$ cat src/rtl/seq_restore_div.sv
// Multi-cycle restoring divider producing one quotient bit per clock.
// Supports signed or unsigned operation and flags divide-by-zero and signed overflow.
module seq_restore_div #(
    parameter int WIDTH = 32
) (
    input  logic                 clk,
    input  logic                 rst,
    input  logic                 start,
    input  logic                 signed_mode,
    input  logic [WIDTH-1:0]     dividend,
    input  logic [WIDTH-1:0]     divisor,
    output logic                 busy,
    output logic                 done,
    output logic [2*WIDTH-1:0]   result,
    output logic                 div_by_zero,
    output logic                 overflow
);

    localparam int CW = $clog2(WIDTH);

    typedef enum logic [1:0] {
        S_IDLE,
        S_LOAD,
        S_RUN,
        S_FIX
    } state_e;

    state_e               state_q, state_d;
    logic [WIDTH-1:0]     dvd_q, dvd_d;
    logic [WIDTH-1:0]     dvs_q, dvs_d;
    logic                 mode_q, mode_d;
    logic [WIDTH:0]       a_q, a_d;
    logic [WIDTH-1:0]     q_q, q_d;
    logic [WIDTH-1:0]     dmag_q, dmag_d;
    logic                 q_neg_q, q_neg_d;
    logic                 r_neg_q, r_neg_d;
    logic                 ovf_pend_q, ovf_pend_d;
    logic [CW-1:0]        cnt_q, cnt_d;
    logic [2*WIDTH-1:0]   result_q, result_d;
    logic                 dbz_q, dbz_d;
    logic                 ovf_q, ovf_d;

    logic [WIDTH:0]       shifted;
    logic [WIDTH:0]       trial;
    logic                 q_bit;
    logic [WIDTH:0]       a_next;
    logic [WIDTH-1:0]     q_next;
    logic                 dvd_neg;
    logic                 dvs_neg;
    logic [WIDTH-1:0]     most_neg;

    assign most_neg = {1'b1, {(WIDTH-1){1'b0}}};
    assign dvd_neg  = mode_q & dvd_q[WIDTH-1];
    assign dvs_neg  = mode_q & dvs_q[WIDTH-1];

    // One restoring step: shift {A,Q}, trial-subtract, keep the trial only if non-negative.
    assign shifted = {a_q[WIDTH-1:0], q_q[WIDTH-1]};
    assign trial   = shifted - {1'b0, dmag_q};
    assign q_bit   = ~trial[WIDTH];
    assign a_next  = q_bit ? trial : shifted;
    assign q_next  = {q_q[WIDTH-2:0], q_bit};

    // NOTE: every _d gets its _q value first so no path through this block can infer a latch.
    always_comb begin
        state_d    = state_q;
        dvd_d      = dvd_q;
        dvs_d      = dvs_q;
        mode_d     = mode_q;
        a_d        = a_q;
        q_d        = q_q;
        dmag_d     = dmag_q;
        q_neg_d    = q_neg_q;
        r_neg_d    = r_neg_q;
        ovf_pend_d = ovf_pend_q;
        cnt_d      = cnt_q;
        result_d   = result_q;
        dbz_d      = dbz_q;
        ovf_d      = ovf_q;

        case (state_q)
            S_IDLE: begin
                if (start) begin
                    dvd_d   = dividend;
                    dvs_d   = divisor;
                    mode_d  = signed_mode;
                    dbz_d   = 1'b0;
                    ovf_d   = 1'b0;
                    state_d = S_LOAD;
                end
            end
            S_LOAD: begin
                q_d        = dvd_neg ? -dvd_q : dvd_q;
                dmag_d     = dvs_neg ? -dvs_q : dvs_q;
                a_d        = '0;
                cnt_d      = CW'(WIDTH - 1);
                q_neg_d    = dvd_neg ^ dvs_neg;
                r_neg_d    = dvd_neg;
                ovf_pend_d = mode_q && (dvd_q == most_neg) && (dvs_q == '1);
                if (dvs_q == '0) begin
                    result_d = {{WIDTH{1'b1}}, dvd_q};
                    dbz_d    = 1'b1;
                    state_d  = S_FIX;
                end else begin
                    state_d  = S_RUN;
                end
            end
            S_RUN: begin
                a_d   = a_next;
                q_d   = q_next;
                cnt_d = cnt_q - 1'b1;
                if (cnt_q == '0) begin
                    // Sign fix-up is folded into the last step so the result is valid with done.
                    result_d = {(q_neg_q ? -q_next : q_next),
                                (r_neg_q ? -a_next[WIDTH-1:0] : a_next[WIDTH-1:0])};
                    ovf_d    = ovf_pend_q;
                    state_d  = S_FIX;
                end
            end
            S_FIX: begin
                state_d = S_IDLE;
            end
            default: begin
                state_d = S_IDLE;
            end
        endcase
    end

    // NOTE: sequential state uses non-blocking assignments so every register samples pre-edge values.
    always_ff @(posedge clk or posedge rst) begin
        if (rst) begin
            state_q    <= S_IDLE;
            dvd_q      <= '0;
            dvs_q      <= '0;
            mode_q     <= 1'b0;
            a_q        <= '0;
            q_q        <= '0;
            dmag_q     <= '0;
            q_neg_q    <= 1'b0;
            r_neg_q    <= 1'b0;
            ovf_pend_q <= 1'b0;
            cnt_q      <= '0;
            result_q   <= '0;
            dbz_q      <= 1'b0;
            ovf_q      <= 1'b0;
        end else begin
            state_q    <= state_d;
            dvd_q      <= dvd_d;
            dvs_q      <= dvs_d;
            mode_q     <= mode_d;
            a_q        <= a_d;
            q_q        <= q_d;
            dmag_q     <= dmag_d;
            q_neg_q    <= q_neg_d;
            r_neg_q    <= r_neg_d;
            ovf_pend_q <= ovf_pend_d;
            cnt_q      <= cnt_d;
            result_q   <= result_d;
            dbz_q      <= dbz_d;
            ovf_q      <= ovf_d;
        end
    end

    assign busy        = (state_q == S_LOAD) || (state_q == S_RUN);
    assign done        = (state_q == S_FIX);
    assign result      = result_q;
    assign div_by_zero = dbz_q;
    assign overflow    = ovf_q;

endmodule
$ cat config.mk
export PLATFORM = sky130hd
export DESIGN_NAME = seq_restore_div
export DESIGN_NICKNAME = d
export VERILOG_FILES = /design/src/rtl/seq_restore_div.sv
export SDC_FILE = /design/constraint.sdc
export NUM_CORES = 1
export LEC_CHECK = 0
export ABC_AREA = 1
export CORE_MARGIN = 1
export CORE_UTILIZATION = 45
export DETAILED_ROUTE_END_ITERATION = 8
export DONT_BUFFER_PORTS = 1
export HOLD_SLACK_MARGIN = 0.05
export RECOVER_POWER = 25
export SLEW_MARGIN = 20
export SYNTH_ARGS = -nofsm -noshare
export SYNTH_HDL_FRONTEND = slang
export SYNTH_SLANG_ARGS = --single-unit
$ cat constraint.sdc
create_clock -name clk -period 9.6 [get_ports clk]
set_input_delay 0 -clock clk [delete_from_list [all_inputs] [get_ports clk]]
set_output_delay 0 -clock clk [all_outputs]
set_load 0.005 [all_outputs]
After elaboration in Yosys (flattened, before gate mapping)
Index checks and enable logic that the tools add are counted.

$add $sub $neg: 6. $mul: 0. Divide/modulo/power cells: 0. Magnitude comparators: 0. Eq/ne operators: 8. Shift-type cells: 0. Muxes and demuxes: 20. Bitwise logic cells: 4. Reductions and logical operators: 14.

Operator list (number): two-way mux 32 bit (5); two-way mux 64 bit (2); negator 32 bit (4); one-hot mux 32 bit (2 select lines) (2); one-hot mux 64 bit (2 select lines) (1); equality test 32 bit (second input constant) (2); subtractor 33 x 32 -> 33 bit (1); zero test 32 bit (1); one-hot mux 5 bit (2 select lines) (1); AND reduction 3 bit (3); one-hot mux 2 bit (4 select lines) (1); inequality test 2 bit (second input constant) (3); nonzero test 2 bit (3); zero test 5 bit (1); subtractor 5 x 1 -> 5 bit (second input constant) (1); equality test 2 bit (second input constant) (2); two-way mux 1 bit (4); two-way mux 2 bit (2); one-hot mux 1 bit (2 select lines) (2); AND reduction 2 bit (2); AND 1 bit (2); equality test 2 x 1 -> 1 bit (second input constant) (1); logical AND 1 bit (2); zero test 2 bit (1); other kinds (3) (3).

Register bits after elaboration: 237. Bits in latches: 0. Memory bits (writable): 0. Bits in read-only memories: 0. Input port bits: 68. Output and inout port bits: 68. Word-level logic and storage cells: 66. Memories: 0.

Longest topological paths before layout
Word-level depth: 6. Mapped depth: 32. Depth with buffers taken out: 31.

Worst setup path before layout
Ideal clock, no wire load.

Kind: reg2reg. From: register q_q[31]. To: register result_q[60], in the netlist result[60]. Library setup time: 127 ps. Arrival time: 3841 ps. Data required time: 9473 ps. Path slack: 5632 ps. Cell stages (with the launch flop): 31. Buffers on the path: 1. Clock period less this slack: 3968 ps. Path through: dfrtp_1 -> inv_1 -> ha_1 -> inv_1 -> fa_1 -> nand2_1 -> nand2_1 -> nand3_1 -> nand2_2 -> nand2_1 -> nand2_1 -> nand2_4 -> nand3_4 -> nand2_4 -> buf_6 -> ha_1 -> inv_1 -> nor3_1 -> nand2_1 -> inv_1 -> nand2_1 -> nor3_1 -> nand3_1 -> nor3_1 -> nand3_1 -> nor2_1 -> nand2_1 -> nand2_1 -> o21ai_0 -> o31ai_1 -> nand2_1.

Cells in the longest elaborated chain, start to end: 6.

Ends and longest elaborated chain: start: declaration (line 33) `logic [WIDTH-1:0] q_q, q_d;`; start signal: assignment (line 151) `q_q <= q_d;`; subtractor 33 x 32 -> 33 bit (line 58) `assign trial = shifted - {1'b0, dmag_q};`; inverter 1 bit (line 59) `assign q_bit = ~trial[WIDTH];`; negator 32 bit (line 113) `result_d = {(q_neg_q ? -q_next : q_next),`; two-way mux 32 bit (line 113); two-way mux 64 bit (line 111) `if (cnt_q == '0) begin`; one-hot mux 64 bit (2 select lines) (line 80) `case (state_q)`; end signal: assignment (line 157) `result_q <= result_d;`; end: declaration (line 39) `logic [2*WIDTH-1:0] result_q, result_d;`.

Every way passes these cells. The select of a mux whose other input is x is not followed. A chain may end at the register's enable or synchronous reset.

Worst setup path in the final report
Ends and elaborated chain as after synthesis.

==> run metrics <==
DR DRC count=0; Ports=136; Hold Vio Cnt, Final=0; met1 usage=0.400; Net Count, Synth=2,351; crit path from=q_q[31]; share of cells above drive strength 1=0.0691; filler cell count in the final layout=3,433; Unique masters post-synth=59; DR WL/cell=18.4 um; Post-Synth Adder-Cell Area=0.0361; fin cells=2,770; kind of end point of the critical path=flip-flop; Yosys top cell by area=dfrtp_1; RSZ-0062 raised after global routing=false; cell repeated most along the worst path=nand2_1; Max H-tree Level=1; DP Worst Slack=4.75 ns; hold endpoint=dvd_q[31]; max frequency=0.203 GHz; kind of critical path=flip-flop to flip-flop; Vias=15,220; min-delay worst type=input port to flip-flop; Synth Area in Compound Gates=0.155; Critical Path Start Type=flip-flop; worst vdd ir=275 uV; Syn Inst Count=2,238; worst-skew pair later-pin latency=0.57 ns; Starting Density=0.457; Seq/Total Area, Yosys=0.376; Hold Path Depth=3; initial antenna violation count=0; post-CTS setup buffer count=0; HP Start=start; pin count of the biggest net entering global routing=97; post-synthesis mux area share=0.0114; Clk network pwr share=0.181; P_sw=3.01 mW; FF-to-FF Start=q_q[31]; P_int=3.17 mW; Slew @ Worst Pin=4.32 ns; global placer's final weighted congestion=0.909; crit-path max FO=34; core box area=34,500 um2; most common cell after layout, fill and taps aside=nand2_1; CTS clk-pin slew, worst paths=0.06 ns; post-synth top area share=0.376; relative slew slack=-1.90; GRT met3 Usage=0.0538; Data arrival, critical path=5.38 ns; final setup vio count=0; failing checks=max-capacitance violations, max-slew violations; total gr overflow=0; Crit Reg-Reg Endpoint=result[60]; final slew viol count=91; max cap viols=1; cell row count=68; Die Wd=189 um; GR Util met2=0.447; top cells by area, synth=dfrtp_1 38%, nand2_1 14%, inv_1 6.8%; first-pass GRT wire length=80.0 mm; TritonCTS Buffers=28; LEAKAGE=9.14 nW; CTS tree=built; r2r setup slk=4.67 ns; Total GRT Usage=0.284; part of the cycle the worst path needs=0.514; Longest Clk Path Bufs=3; Sink Count=237; initial DRC count=1,190; most frequent cells in the layout=597 x nand2_1, 284 x inv_1, 237 x dfrtp_1; Logic pwr share=0.515; PostCTS Resize Cnt=0; hpwl dp=37.0 mm; status=finished, violations left; Via density=5.49; Flop pwr share=0.304; Syn Std Cell Area=15,800 um2; TritonRoute pass-1 iters=5; Routed WL=50.9 mm; Synth Area per Inst=7.06 um2; # diodes=0; area grow syn2layout=14.2%; Die ar.=35,800 um2; dominant synthesized flop cell=dfrtp_1; Post-Route Setup TNS=0 ns; Final Power=6.18 mW; synth warn=0; Post-synth EDFFs=0; maximum single-stage delay on the critical path=0.41 ns; Critical Path RT=10.05 ns; vias in the first global route=14,637; final worst setup slack=4.67 ns; Yosys reg bits=237; FFs w/ async S/R, synth=1.00; CTS root buf=clkbuf_16; main combinational cell family by area after synthesis=simple AND/OR/NAND/NOR gates; Util after Layout=0.522; Sw Ratio=0.487; Die Y=189 um; slowest library cell on the worst path=fa_1; Final Critical Period=4.93 ns; Routed Antenna Nets=0; Synth Area in XOR/XNOR=0.0255; global routing's busiest layer=met2; Cells after DPL=2,620; PD cells=343 nW/um2; r2r worst-path depth=29; Post-layout nets=2,406; Post-Route Skew=0.0160 ns; area share of and/or/nand/nor cells after synthesis=0.301; number of port buffers=0
## repair_timing
action | in CTS | in global routing
setup endpoints to repair | 0 | 0
endpoints found under the hold margin | 157 | 0
hold buffers | 98 | 0
## cell families after synthesis
logic type,after synthesis
and+or+nand+nor,1087
AOI/OAI and AO/OA,426
buffers and inverters,381
DFF,237
xor gates and xnor gates,46
adders and majority gates,45
muxes,16
## synth_stat cells, drive strengths merged (2+ instances only)
cell type / count
o311ai: 7
a2bb2oi: 8
nor4: 9
o221ai: 8
buf: 23
inv: 297
nand3: 141
xor2: 38
nor3: 41
a31oi: 22
o21ai: 176
dfrtp: 237
nor2: 212
a21oi: 137
o22ai: 18
nand3b: 6
nand2: 633
ha: 44
nand4: 37
o211ai: 15
o31ai: 14
o21bai: 6
clkbuf: 61
a21o: 2
and2: 3
o21a: 6
xnor2: 8
or2: 4
a21boi: 2
mux2: 16
## power groups by stage
stage	sequential (mW)	clock (mW)	combinational, mW
after floorplan	1.73	0	2.31
after global routing	1.93	1.17	3.59
after detailed placement	1.88	0	3.06
after CTS	1.87	1.14	3.16
after global placement	1.87	0	3.02
final	1.88	1.12	3.18
## layout make-up
type | instances | area (um2) | share of cell area
clock buffers | 43 | 837 | 0.0464
clock inverters | 9 | 134 | 0.00742
inverters | 297 | 1120 | 0.0619
multi-input cells | 1620 | 8390 | 0.465
flip-flops and latches | 237 | 5930 | 0.329
well taps | 455 | 569 | 0.0316
repair buffers | 109 | 1060 | 0.0590
## how the worst max path moves through the flow
stage | to | slack (ns) | depth (start not counted)
3_3_place_gp | result[60] | 4.89 | 29
2_1_floorplan | a_q[0] | 3.10 | 1
5_1_grt | result[62] | 4.03 | 30
3_5_place_dp | result[60] | 4.75 | 29
4_1_cts | result[60] | 4.75 | 29
6_report | result[60] | 4.67 | 29
## metrics by stage
step	area, um2	hold slack, ns
4_1_cts	18000	0.0512
5_1_grt	18000	0.106
2_1_floorplan	15800	0.151
6_report	18000	0.0770
3_3_place_gp	16100	0.000710
3_5_place_dp	16100	0.00459
## sequential cells by signal (all words and copies together) (netlist names)
register     count
mode_q           1
ovf_pend_q       1
result          64
dvd_q           32
q_neg_q          1
cnt_q            5
q_q             32
dmag_q          32
r_neg_q          1
div_by_zero      1
a_q             32
dvs_q           32
state_q          2
overflow         1
## worst max-delay path: cells and delay by family, from the launching register on
family,cells,cell delay (ns)
AND/OR/NAND/NOR,20,2.96
adder cells (fa/ha/maj),3,0.78
flip-flops,1,0.38
AO/OA/AOI/OAI,2,0.37
buffers and inverters,4,0.30
## routing by layer
layer | vias up | part of all wire
li1 | 7431 | -
met1 | 7249 | 0.46
met2 | 471 | 0.44
met3 | 69 | 0.071
met4 | 0 | 0.023
met5 | - | 0
Note: power is estimated with default switching activity, not from simulation.
